[src/rtl/arb_pkg.sv]
// Shared types and helpers for the round-robin decoder arbiter.
package arb_pkg;

    typedef enum logic [1:0] {
        IDLE = 2'd0,
        OWN  = 2'd1,
        GAP  = 2'd2
    } arb_state_t;

    // Width of the hold counter; an unlimited hold still gets one bit.
    function automatic int unsigned cnt_width(input int unsigned max_hold);
        return (max_hold > 0) ? $clog2(max_hold + 1) : 1;
    endfunction

endpackage

[src/rtl/rr_decoder_arbiter_if.sv]
// Request/grant bundle between the requesters and the arbiter.
interface rr_decoder_arbiter_if #(
    parameter int unsigned N        = 8,
    parameter int unsigned MAX_HOLD = 16
) ();
    import arb_pkg::*;

    localparam int unsigned ADDR_WIDTH = (N > 1) ? $clog2(N) : 1;
    localparam int unsigned CNT_WIDTH  = cnt_width(MAX_HOLD);

    logic                  en;
    logic [N-1:0]          req;
    logic [N-1:0]          grant;
    logic [ADDR_WIDTH-1:0] grant_idx;
    logic                  grant_valid;
    logic [CNT_WIDTH-1:0]  hold_cnt;

    // Requester side.
    modport master (
        output en,
        output req,
        input  grant,
        input  grant_idx,
        input  grant_valid,
        input  hold_cnt
    );

    // Arbiter side.
    modport slave (
        input  en,
        input  req,
        output grant,
        output grant_idx,
        output grant_valid,
        output hold_cnt
    );

endinterface

[src/rtl/decoder_logN_to_N.sv]
// Binary index to one-hot decoder with enable; out-of-range addresses decode to zero.
module decoder_logN_to_N #(
    parameter int unsigned N = 8
) (
    input  logic [((N > 1) ? $clog2(N) : 1)-1:0] addr,
    input  logic                                 en,
    output logic [N-1:0]                         dout
);

    // One-hot decode, all zero when disabled.
    always_comb begin
        dout = '0;
        if (en) begin
            dout = N'(1) << addr;
        end
    end

endmodule

[src/rtl/rr_decoder_arbiter.sv]
// Round-robin arbiter with hold limit and a one-cycle dead gap on every owner change.
module rr_decoder_arbiter #(
    parameter int unsigned N        = 8,
    parameter int unsigned MAX_HOLD = 16
) (
    input logic                 clk,
    input logic                 rst_n,
    rr_decoder_arbiter_if.slave bus
);
    import arb_pkg::*;

    localparam int unsigned ADDR_WIDTH = (N > 1) ? $clog2(N) : 1;
    localparam int unsigned CNT_WIDTH  = cnt_width(MAX_HOLD);
    localparam logic [CNT_WIDTH-1:0] CNT_SAT =
        (MAX_HOLD != 0) ? CNT_WIDTH'(MAX_HOLD - 1) : {CNT_WIDTH{1'b1}};

    arb_state_t            state_q, state_d;
    logic [ADDR_WIDTH-1:0] idx_q, idx_d;
    logic [ADDR_WIDTH-1:0] ptr_q, ptr_d;
    logic                  valid_q, valid_d;
    logic [CNT_WIDTH-1:0]  cnt_q, cnt_d;

    logic [ADDR_WIDTH:0]   pick;
    logic                  found;
    logic [ADDR_WIDTH-1:0] sel;
    logic [ADDR_WIDTH-1:0] sel_next;
    logic [N-1:0]          owner_mask;
    logic                  owner_req;
    logic                  others_req;

    // Rotating-priority scan starting at p; returns {found, index}.
    function automatic logic [ADDR_WIDTH:0] rr_pick(input logic [N-1:0]          r,
                                                    input logic [ADDR_WIDTH-1:0] p);
        logic                  hit;
        logic [ADDR_WIDTH-1:0] idx;
        int unsigned           cand;
        hit = 1'b0;
        idx = '0;
        for (int unsigned off = 0; off < N; off++) begin
            cand = 32'(p) + off;
            if (cand >= N) begin
                cand = cand - N;
            end
            if (!hit && ((r & (N'(1) << cand)) != '0)) begin
                hit = 1'b1;
                idx = ADDR_WIDTH'(cand);
            end
        end
        return {hit, idx};
    endfunction

    // Candidate owner, its successor pointer, and request status around the current owner.
    always_comb begin
        pick       = rr_pick(bus.req, ptr_q);
        found      = pick[ADDR_WIDTH];
        sel        = pick[ADDR_WIDTH-1:0];
        sel_next   = (sel == ADDR_WIDTH'(N - 1)) ? '0 : sel + ADDR_WIDTH'(1);
        owner_mask = N'(1) << idx_q;
        owner_req  = |(bus.req & owner_mask);
        others_req = |(bus.req & ~owner_mask);
    end

    // Next-state and next-output logic.
    always_comb begin
        state_d = state_q;
        idx_d   = idx_q;
        ptr_d   = ptr_q;
        valid_d = 1'b0;
        cnt_d   = '0;
        case (state_q)
            IDLE, GAP: begin
                if (bus.en && found) begin
                    state_d = OWN;
                    idx_d   = sel;
                    ptr_d   = sel_next;
                    valid_d = 1'b1;
                end else begin
                    state_d = IDLE;
                end
            end
            OWN: begin
                if (!bus.en || !owner_req) begin
                    state_d = GAP;
                end else if ((MAX_HOLD != 0) && (cnt_q == CNT_SAT) && others_req) begin
                    state_d = GAP;
                end else begin
                    valid_d = 1'b1;
                    cnt_d   = (cnt_q == CNT_SAT) ? cnt_q : cnt_q + CNT_WIDTH'(1);
                end
            end
            default: begin
                state_d = IDLE;
            end
        endcase
    end

    // State and registered outputs.
    always_ff @(posedge clk or negedge rst_n) begin
        if (!rst_n) begin
            state_q <= IDLE;
            idx_q   <= '0;
            ptr_q   <= '0;
            valid_q <= 1'b0;
            cnt_q   <= '0;
        end else begin
            state_q <= state_d;
            idx_q   <= idx_d;
            ptr_q   <= ptr_d;
            valid_q <= valid_d;
            cnt_q   <= cnt_d;
        end
    end

    assign bus.grant_idx   = idx_q;
    assign bus.grant_valid = valid_q;
    assign bus.hold_cnt    = cnt_q;

    // One-hot grant straight from the registered owner.
    decoder_logN_to_N #(.N(N)) u_dec (
        .addr (idx_q),
        .en   (valid_q),
        .dout (bus.grant)
    );

endmodule
[src/flat_wrapper.sv]
// flat-port wrapper written by rule: the top's interface ports become plain ports
module rr_decoder_arbiter_flat import arb_pkg::*;
#(
    parameter int unsigned N        = 8,
    parameter int unsigned MAX_HOLD = 16
)
  (clk, rst_n, bus_en, bus_req, bus_grant, bus_grant_idx, bus_grant_valid, bus_hold_cnt);
  rr_decoder_arbiter_if #(.N(N), .MAX_HOLD(MAX_HOLD)) bus_i ();
  input logic clk;
  input logic rst_n;
  input wire logic [$bits(bus_i.en)-1:0] bus_en;
  input wire logic [$bits(bus_i.req)-1:0] bus_req;
  output wire logic [$bits(bus_i.grant)-1:0] bus_grant;
  output wire logic [$bits(bus_i.grant_idx)-1:0] bus_grant_idx;
  output wire logic [$bits(bus_i.grant_valid)-1:0] bus_grant_valid;
  output wire logic [$bits(bus_i.hold_cnt)-1:0] bus_hold_cnt;
  assign bus_i.en = bus_en;
  assign bus_i.req = bus_req;
  assign bus_grant = bus_i.grant;
  assign bus_grant_idx = bus_i.grant_idx;
  assign bus_grant_valid = bus_i.grant_valid;
  assign bus_hold_cnt = bus_i.hold_cnt;
  rr_decoder_arbiter #(.N(N), .MAX_HOLD(MAX_HOLD)) u_core (.clk(clk), .rst_n(rst_n), .bus(bus_i));
endmodule
[config.mk]
export PLATFORM = sky130hd
export DESIGN_NAME = rr_decoder_arbiter_flat
export DESIGN_NICKNAME = d
export VERILOG_FILES = /design/src/rtl/arb_pkg.sv /design/src/rtl/rr_decoder_arbiter_if.sv /design/src/rtl/decoder_logN_to_N.sv /design/src/rtl/rr_decoder_arbiter.sv /design/src/flat_wrapper.sv
export SDC_FILE = /design/constraint.sdc
export NUM_CORES = 1
export LEC_CHECK = 0
export ABC_AREA = 1
export CORE_MARGIN = 3
export CORE_UTILIZATION = 55
export CTS_CLUSTER_DIAMETER = 100
export CTS_CLUSTER_SIZE = 20
export DETAILED_ROUTE_END_ITERATION = 10
export PLACE_DENSITY_LB_ADDON = 0.25
export SLEW_MARGIN = 30
export SYNTH_ARGS = -nofsm -noshare
export SYNTH_HDL_FRONTEND = slang
export SYNTH_SLANG_ARGS = --single-unit
[constraint.sdc]
create_clock -name clk -period 5.08 [get_ports clk]
set_input_delay 1.016 -clock clk [delete_from_list [all_inputs] [get_ports clk]]
set_output_delay 1.016 -clock clk [all_outputs]
set_load 0.01 [all_outputs]
==> run summary <==
status: finished, final reports clean
Slew HR: 57.2%
DRC: 0
Placer Congestion: 0.879
switch share: 60.1%
Slowest cell on crit path: dfrtp_1
fin crit share: 69.8%
chip width: 65.2 microns
hold wc startpoint: u_core.bus.hold_cnt[4]
reg-to-reg critical path startpoint: u_core.ptr_q[2]
Int Pwr: 0.609 mW
Arrival @ worst endpoint: 3.72 ns
Seq pwr share: 14.4%
maximum VDD drop: 0.000481 V
post-CTS setup buffer count: 0
clk root buf: clkbuf_4
Rows: 20
Synth area leaders: dfrtp_1 (18%), nand3_1 (17%), nand2_1 (13%)
largest area contributor in the netlist: dfrtp_1
Vias/cell: 5.68
cts repair resizes: 0
final setup fails: 0
Initial Util: 60.2%
YS warnings: 0
final critical-path required period: 3.55 ns
gr usage total: 25.2%
Die Ht: 65.2 microns
max-cap viol count: 0
most frequent cell on the critical path: nand2_1
share of the synthesized area in the top cell type: 18.2%
Port Buf Inserts: 27
Synthesized Nets: 334
Die ar.: 0.00425 sq mm
CTS clk-pin slew, worst paths: 0.08 ns
CP endpoint kind: register
largest net degree at the start of global routing: 17
Layout Skew: 0.00469 ns
Setup Crit Path Kind: register to register
CTS tree: built
Cell variety after synth: 36
Setup crit start kind: register
first-pass GRT wire length: 8.80 mm
overall routed net length: 4.96 mm
CTS Buf Count: 3
Hold Crit Class: register to register
Min-Delay Endpoint: u_core.bus.hold_cnt[4]
GRT overflow: 0
Hold Vio Cnt, Final: 0
final slew viol count: 0
P&R area growth vs syn: 13.5%
largest stage delay on the critical path: 0.67 ns
CP cell instances: inv_6 -> ha_1 -> inv_2 -> nand3_1 -> nand2_1 -> inv_1 -> nand2_1 -> nor2_1 -> nand2_4 -> nor2_8 -> nand4_4 -> nor2_1 -> nand2_1 -> a21boi_1 -> ha_1 -> ha_1 -> nand2_1 -> o21ai_2
hold depth: 2
H-tree depth: 1
Placed Area: 0.00215 sq mm
Peak Freq: 282 MHz
Post-Syn Area per Cell: 6.22 sq um
cell area after synthesis: 0.00193 sq mm
Clock Sinks: 14
leak pwr: 1.11 nW
1st-iter DRT viols: 308
Post-Syn Instances: 310
overall via count from detail_route: 2,073
P_sw: 0.918 mW
vias in the first global route: 1,864
Setup TNS Final: 0 ns
family with the most delay on the worst path: simple AND/OR/NAND/NOR gates
Critical Path Fanout Max: 12
Post-Layout Cell Count: 365
layout cells sized above 1: 8.72%
Final #Nets: 346
Clock Power Share: 5.0%
Core Area: 0.00320 sq mm
ANT cells: 0
share of power burned in combinational logic: 80.6%
worst-margin pin slew: 0.642 ns
register bit total from synthesis: 14
Detailed Routing Iterations Pass 1: 5
wire per inst: 13.6 microns
io pins: 28
Final Instance Area: 0.00219 sq mm
fill cell total of the finished layout: 303
CTS Hold Bufs: 0
Reg2Reg Setup Slack: 1.53 ns
initial antenna violation count: 0
worst-skew pair later-pin latency: 0.27 ns
CTS Buffer Depth: 2
RSZ-0062 raised after global routing: no
pwr/cell area: 698 mW/mm^2
worst reg2reg path depth: 18
r2r endpoint: u_core.ptr_q[2]
WP data required: 5.25 ns
antenna viol nets, final: 0
Seq/Total Area, Yosys: 18.2%
CP Buf/Inv Count: 3
dpl hpwl: 3.66 mm
Cells after DPL: 361
-- registers in the layout, summed over array words and instances (netlist names) --
register	count
u_core.bus.grant_idx	3
u_core.bus.grant_valid	1
u_core.ptr_q	3
u_core.state_q	2
u_core.bus.hold_cnt	5
-- metal layers --
metal | track usage (%) | share of wire (%) | routed length (microns) | vias up
met1 | 37.4 | 46 | 2280 | 913
met4 | 4.40 | 0.30 | 15 | 0
li1 | - | - | - | 1050
met5 | 0 | 0 | 0 | -
met2 | 38.8 | 45 | 2210 | 106
met3 | 3.76 | 9.2 | 456 | 4
-- power by group through the flow --
stage               combinational (mW)  sequential (mW)  clock (mW)
floorplan                        0.987            0.193           0
global placement                  1.20            0.218           0
detailed placement                1.21            0.219           0
CTS                               1.21            0.218      0.0801
global route                      1.39            0.228      0.0847
finish                            1.23            0.220      0.0769
-- placed cells by master, fill, tap and decap left out, types with 4 or more instances in the layout --
cell	netlist	layout
dfrtp_1	14	14
ha_1	13	13
nand2_2	4	4
o21ai_0	4	4
nand3_2	5	5
nand2_1	66	66
nor3_1	4	4
inv_1	29	29
clkdlybuf4s50_1	0	27
nand4_1	15	15
nand3_1	67	67
nor2_1	37	37
-- worst min-delay path, cell delays in order (launching register included) --
cell     delay (ns)
dfrtp_1        0.37
a21oi_1        0.07
nor2_1         0.09
-- cell type report --
type,count,area [sq um],area share [%]
Clock buffer,4,36.3,1.66
Inverter,34,135,6.17
Multi-Input combinational cell,242,1340,61.3
Sequential cell,14,350,16.0
Tap cell,44,55.1,2.52
Timing Repair Buffer,27,270,12.3
-- through the flow --
stage	worst slack [ns]	hold slack (ns)	util (%)	power [mW]
6_report	1.53	0.561	68.3	1.53
5_1_grt	1.22	0.587	68.3	1.70
4_1_cts	1.61	0.566	68.3	1.51
3_5_place_dp	1.35	0.547	67.2	1.43
3_3_place_gp	1.42	0.535	67.2	1.41
2_1_floorplan	2.04	0.524	-	1.18
-- synth_stat cells --
cell type and n:
nand3_2 5, and2_1 1, a31oi_1 1, ha_1 13
inv_6 1, nor2_4 2, buf_2 6, o21ai_4 1
and3_1 1, nor2_1 37, o21ai_2 2, inv_4 1
o2111ai_1 1, buf_8 1, nand4_4 1, dfrtp_1 14
a21boi_1 1, nand2_1 66, nand2_2 4, o31ai_1 1
xor2_1 3, inv_1 29, o22ai_1 2, nand4_1 15
clkbuf_1 12, or2_0 1, inv_2 3, nand3b_1 1
nand2_4 3, o21ai_0 4, nor4_1 1, buf_6 1
nor2_8 1, nand3_1 67, nor3_1 4, a21oi_1 3
-- how the worst max path moves through the flow --
| stage | start | endpoint | depth (start not counted) |
|---|---|---|---|
| 2_1_floorplan | bus_req[7] | u_core.ptr_q[2] | 16 |
| 3_3_place_gp | bus_req[6] | u_core.ptr_q[2] | 16 |
| 3_5_place_dp | bus_req[6] | u_core.ptr_q[2] | 16 |
| 4_1_cts | u_core.ptr_q[2] | u_core.ptr_q[2] | 18 |
| 5_1_grt | u_core.ptr_q[2] | u_core.ptr_q[2] | 18 |
| 6_report | u_core.ptr_q[2] | u_core.ptr_q[2] | 18 |
-- cells by family after synthesis --
kind of cell	after synthesis	synth area share, %
buf+inv	54	12.3
flops	14	18.2
compound gates	16	5.78
simple gates	210	54.0
fa+ha+maj	13	8.44
xor+xnor	3	1.36
No activity file was read; power rests on OpenSTA's default activity.
==> RTL edit: new RTL, same flow settings <==
`MAX_HOLD` is set to 16 in 3 places; all go to 18.
--- a/src/rtl/rr_decoder_arbiter_if.sv
+++ b/src/rtl/rr_decoder_arbiter_if.sv
@@ -1,7 +1,7 @@
 // Request/grant bundle between the requesters and the arbiter.
 interface rr_decoder_arbiter_if #(
     parameter int unsigned N        = 8,
-    parameter int unsigned MAX_HOLD = 16
+    parameter int unsigned MAX_HOLD = 18
 ) ();
     import arb_pkg::*;
 
--- a/src/rtl/rr_decoder_arbiter.sv
+++ b/src/rtl/rr_decoder_arbiter.sv
@@ -1,7 +1,7 @@
 // Round-robin arbiter with hold limit and a one-cycle dead gap on every owner change.
 module rr_decoder_arbiter #(
     parameter int unsigned N        = 8,
-    parameter int unsigned MAX_HOLD = 16
+    parameter int unsigned MAX_HOLD = 18
 ) (
     input logic                 clk,
     input logic                 rst_n,
--- a/src/flat_wrapper.sv
+++ b/src/flat_wrapper.sv
@@ -2,7 +2,7 @@
 module rr_decoder_arbiter_flat import arb_pkg::*;
 #(
     parameter int unsigned N        = 8,
-    parameter int unsigned MAX_HOLD = 16
+    parameter int unsigned MAX_HOLD = 18
 )
   (clk, rst_n, bus_en, bus_req, bus_grant, bus_grant_idx, bus_grant_valid, bus_hold_cnt);
   rr_decoder_arbiter_if #(.N(N), .MAX_HOLD(MAX_HOLD)) bus_i ();
Formal check against the unedited RTL: no difference found for any inputs over 4 cycles, from zero or initial values and one cycle with rst_n low; that may be too few to reach the edited logic, so the function may still have changed.
==> RTL edit against the unedited design <==
Setup slack lost 0.14 ns; die area shrank 0.12%; sequential cell count is the same; maximum frequency shrank 3.8%; synthesized cell count shrank 2.3%; cell area shrank 0.40%; synthesized area shrank 0.13%; total power shrank 0.62%; wire length grew 3.9%; clock power grew 5.9%; highest routed layer unchanged.
==> RTL edit: results (changes against the unedited design) <==
INFO  metric critPathMaxStageDelay = 0.63 ns (-0.04 ns)
INFO  metric first_pass_iters = 5 (unchanged)
INFO  metric hold-path-cell-count = 3 (+1)
INFO  metric avgRoutedWirePerCell = 14.4 um (+5.9%)
INFO  metric cp_data_arrival_time = 3.87 ns (+0.15 ns)
INFO  metric rrSetupSlack = 1.39 ns (-0.14 ns)
INFO  metric timing.hold.worst.class = reg2reg
INFO  metric worst_hold_path.endpoint = u_core.bus.hold_cnt[2]
INFO  metric ys_types = 38 (+5.6%)
INFO  metric largest_cells_by_area_after_synthesis = sky130_fd_sc_hd__dfrtp_1 (18%), sky130_fd_sc_hd__nand3_1 (17%), sky130_fd_sc_hd__nand2_1 (12%)
INFO  metric min-delay-start = u_core.state_q[1]
INFO  metric fin_hold_ws = 0.557 ns (-0.00454 ns)
INFO  metric gp_congestion = 0.944 (+7.4%)
INFO  metric total_leakage_power = 1.08 nW (-2.6%)
INFO  metric fill_cells = 308 (+1.7%)
INFO  metric first_global_vias = 1,778 (-4.6%)
INFO  metric worst_vdd_ir = 492 uV (+2.3%)
INFO  metric ctsResizeCount = 0 (unchanged)
INFO  metric detail_route.iter0.violations = 419 (+36%)
INFO  metric grt_start_max_net_pins = 17 (unchanged)
INFO  metric drt-vias-per-instance = 5.84 (+2.8%)
INFO  metric final_nets = 339 (-2.0%)
INFO  metric netSwitchingFraction = 60.4% (+0.23 points)
INFO  metric grt_first_pass_wirelength = 8560 um (-2.7%)
INFO  metric grtUsageTotal = 25.0% (-0.14 points)
INFO  metric clock_skew = 0.00311 ns (-0.00158 ns)
INFO  metric drive_above_1_share = 10.2% (+1.5 points)
INFO  metric place_hpwl = 3790 um (+3.5%)
INFO  metric post_synthesis_net_count = 327 (-2.1%)
INFO  metric cts-root-to-sink-buffers = 2 (unchanged)
INFO  metric status = complete, no violations
INFO  metric rr_startpoint = u_core.ptr_q[2]
INFO  metric synth-seq-area-share = 18.2% (+0.024 points)
INFO  metric relSlewSlack = 58.1% (+0.95 points)
INFO  metric synth_commonest_cells = sky130_fd_sc_hd__nand3_1 (65), sky130_fd_sc_hd__nand2_1 (59), sky130_fd_sc_hd__nor2_1 (32)
-- RTL edit: through the flow --
step,setup WS [ns],instances,area [um^2]
3_5_place_dp,1.35,354,2140
5_1_grt,1.07,358,2180
6_report,1.39,358,2180
4_1_cts,1.44,358,2180
2_1_floorplan,2.07,303,1930
3_3_place_gp,1.40,354,2140
-- RTL edit: worst max path at each step --
stage	end	cells past startpoint	slack [ns]	start
after CTS	u_core.ptr_q[2]	18	1.44	u_core.ptr_q[2]
after global routing	u_core.ptr_q[2]	18	1.07	u_core.ptr_q[2]
after floorplan	u_core.ptr_q[2]	16	2.07	bus_req[5]
final	u_core.ptr_q[2]	18	1.39	u_core.ptr_q[2]
after detailed placement	u_core.ptr_q[2]	16	1.35	bus_req[0]
after global placement	u_core.ptr_q[2]	16	1.40	bus_req[7]
-- RTL edit: cell type report --
cell class,count,area [um^2],share of cell area [%]
sequential,14,350,16.1
inverter,35,134,6.14
clock buffer,4,36.3,1.66
tap,44,55.1,2.53
multi-input combinational,234,1330,61.2
timing repair buffer,27,270,12.4
-- RTL edit: layer usage --
layer	routed length, um	vias up	global-route usage (%)
li1	-	1033	-
met1	2370	952	37.4
met2	2340	102	38.7
met3	435	4	4.44
met4	8	0	2.59
met5	0	-	0
-- RTL edit: power groups by stage --
stage | Combinational, W | Clock [W] | Sequential, W
6_report | 0.00122 | 0.0000814 | 0.000218
5_1_grt | 0.00136 | 0.0000893 | 0.000226
4_1_cts | 0.00120 | 0.0000822 | 0.000216
3_5_place_dp | 0.00119 | 0 | 0.000218
3_3_place_gp | 0.00118 | 0 | 0.000217
2_1_floorplan | 0.000974 | 0 | 0.000191
-- RTL edit: logic make-up (layout without fill, tap and decap cells) --
family	count (synthesis)	in the layout	share of synthesized area, %
AO/OA/AOI/OAI	21	21	7.80
flip-flops	14	14	18.2
buffers and inverters	55	66	12.5
adder cells (fa/ha/maj)	13	13	8.45
XOR/XNOR	4	4	1.82
AND/OR/NAND/NOR	196	196	51.2
-- RTL edit: worst max-delay path: cells and delay by family (launching register included) --
family	cells	cell delay [ns]
compound gates	2	0.19
fa+ha+maj	3	1.04
buf+inv	3	0.53
flops	1	0.63
simple gates	10	1.19
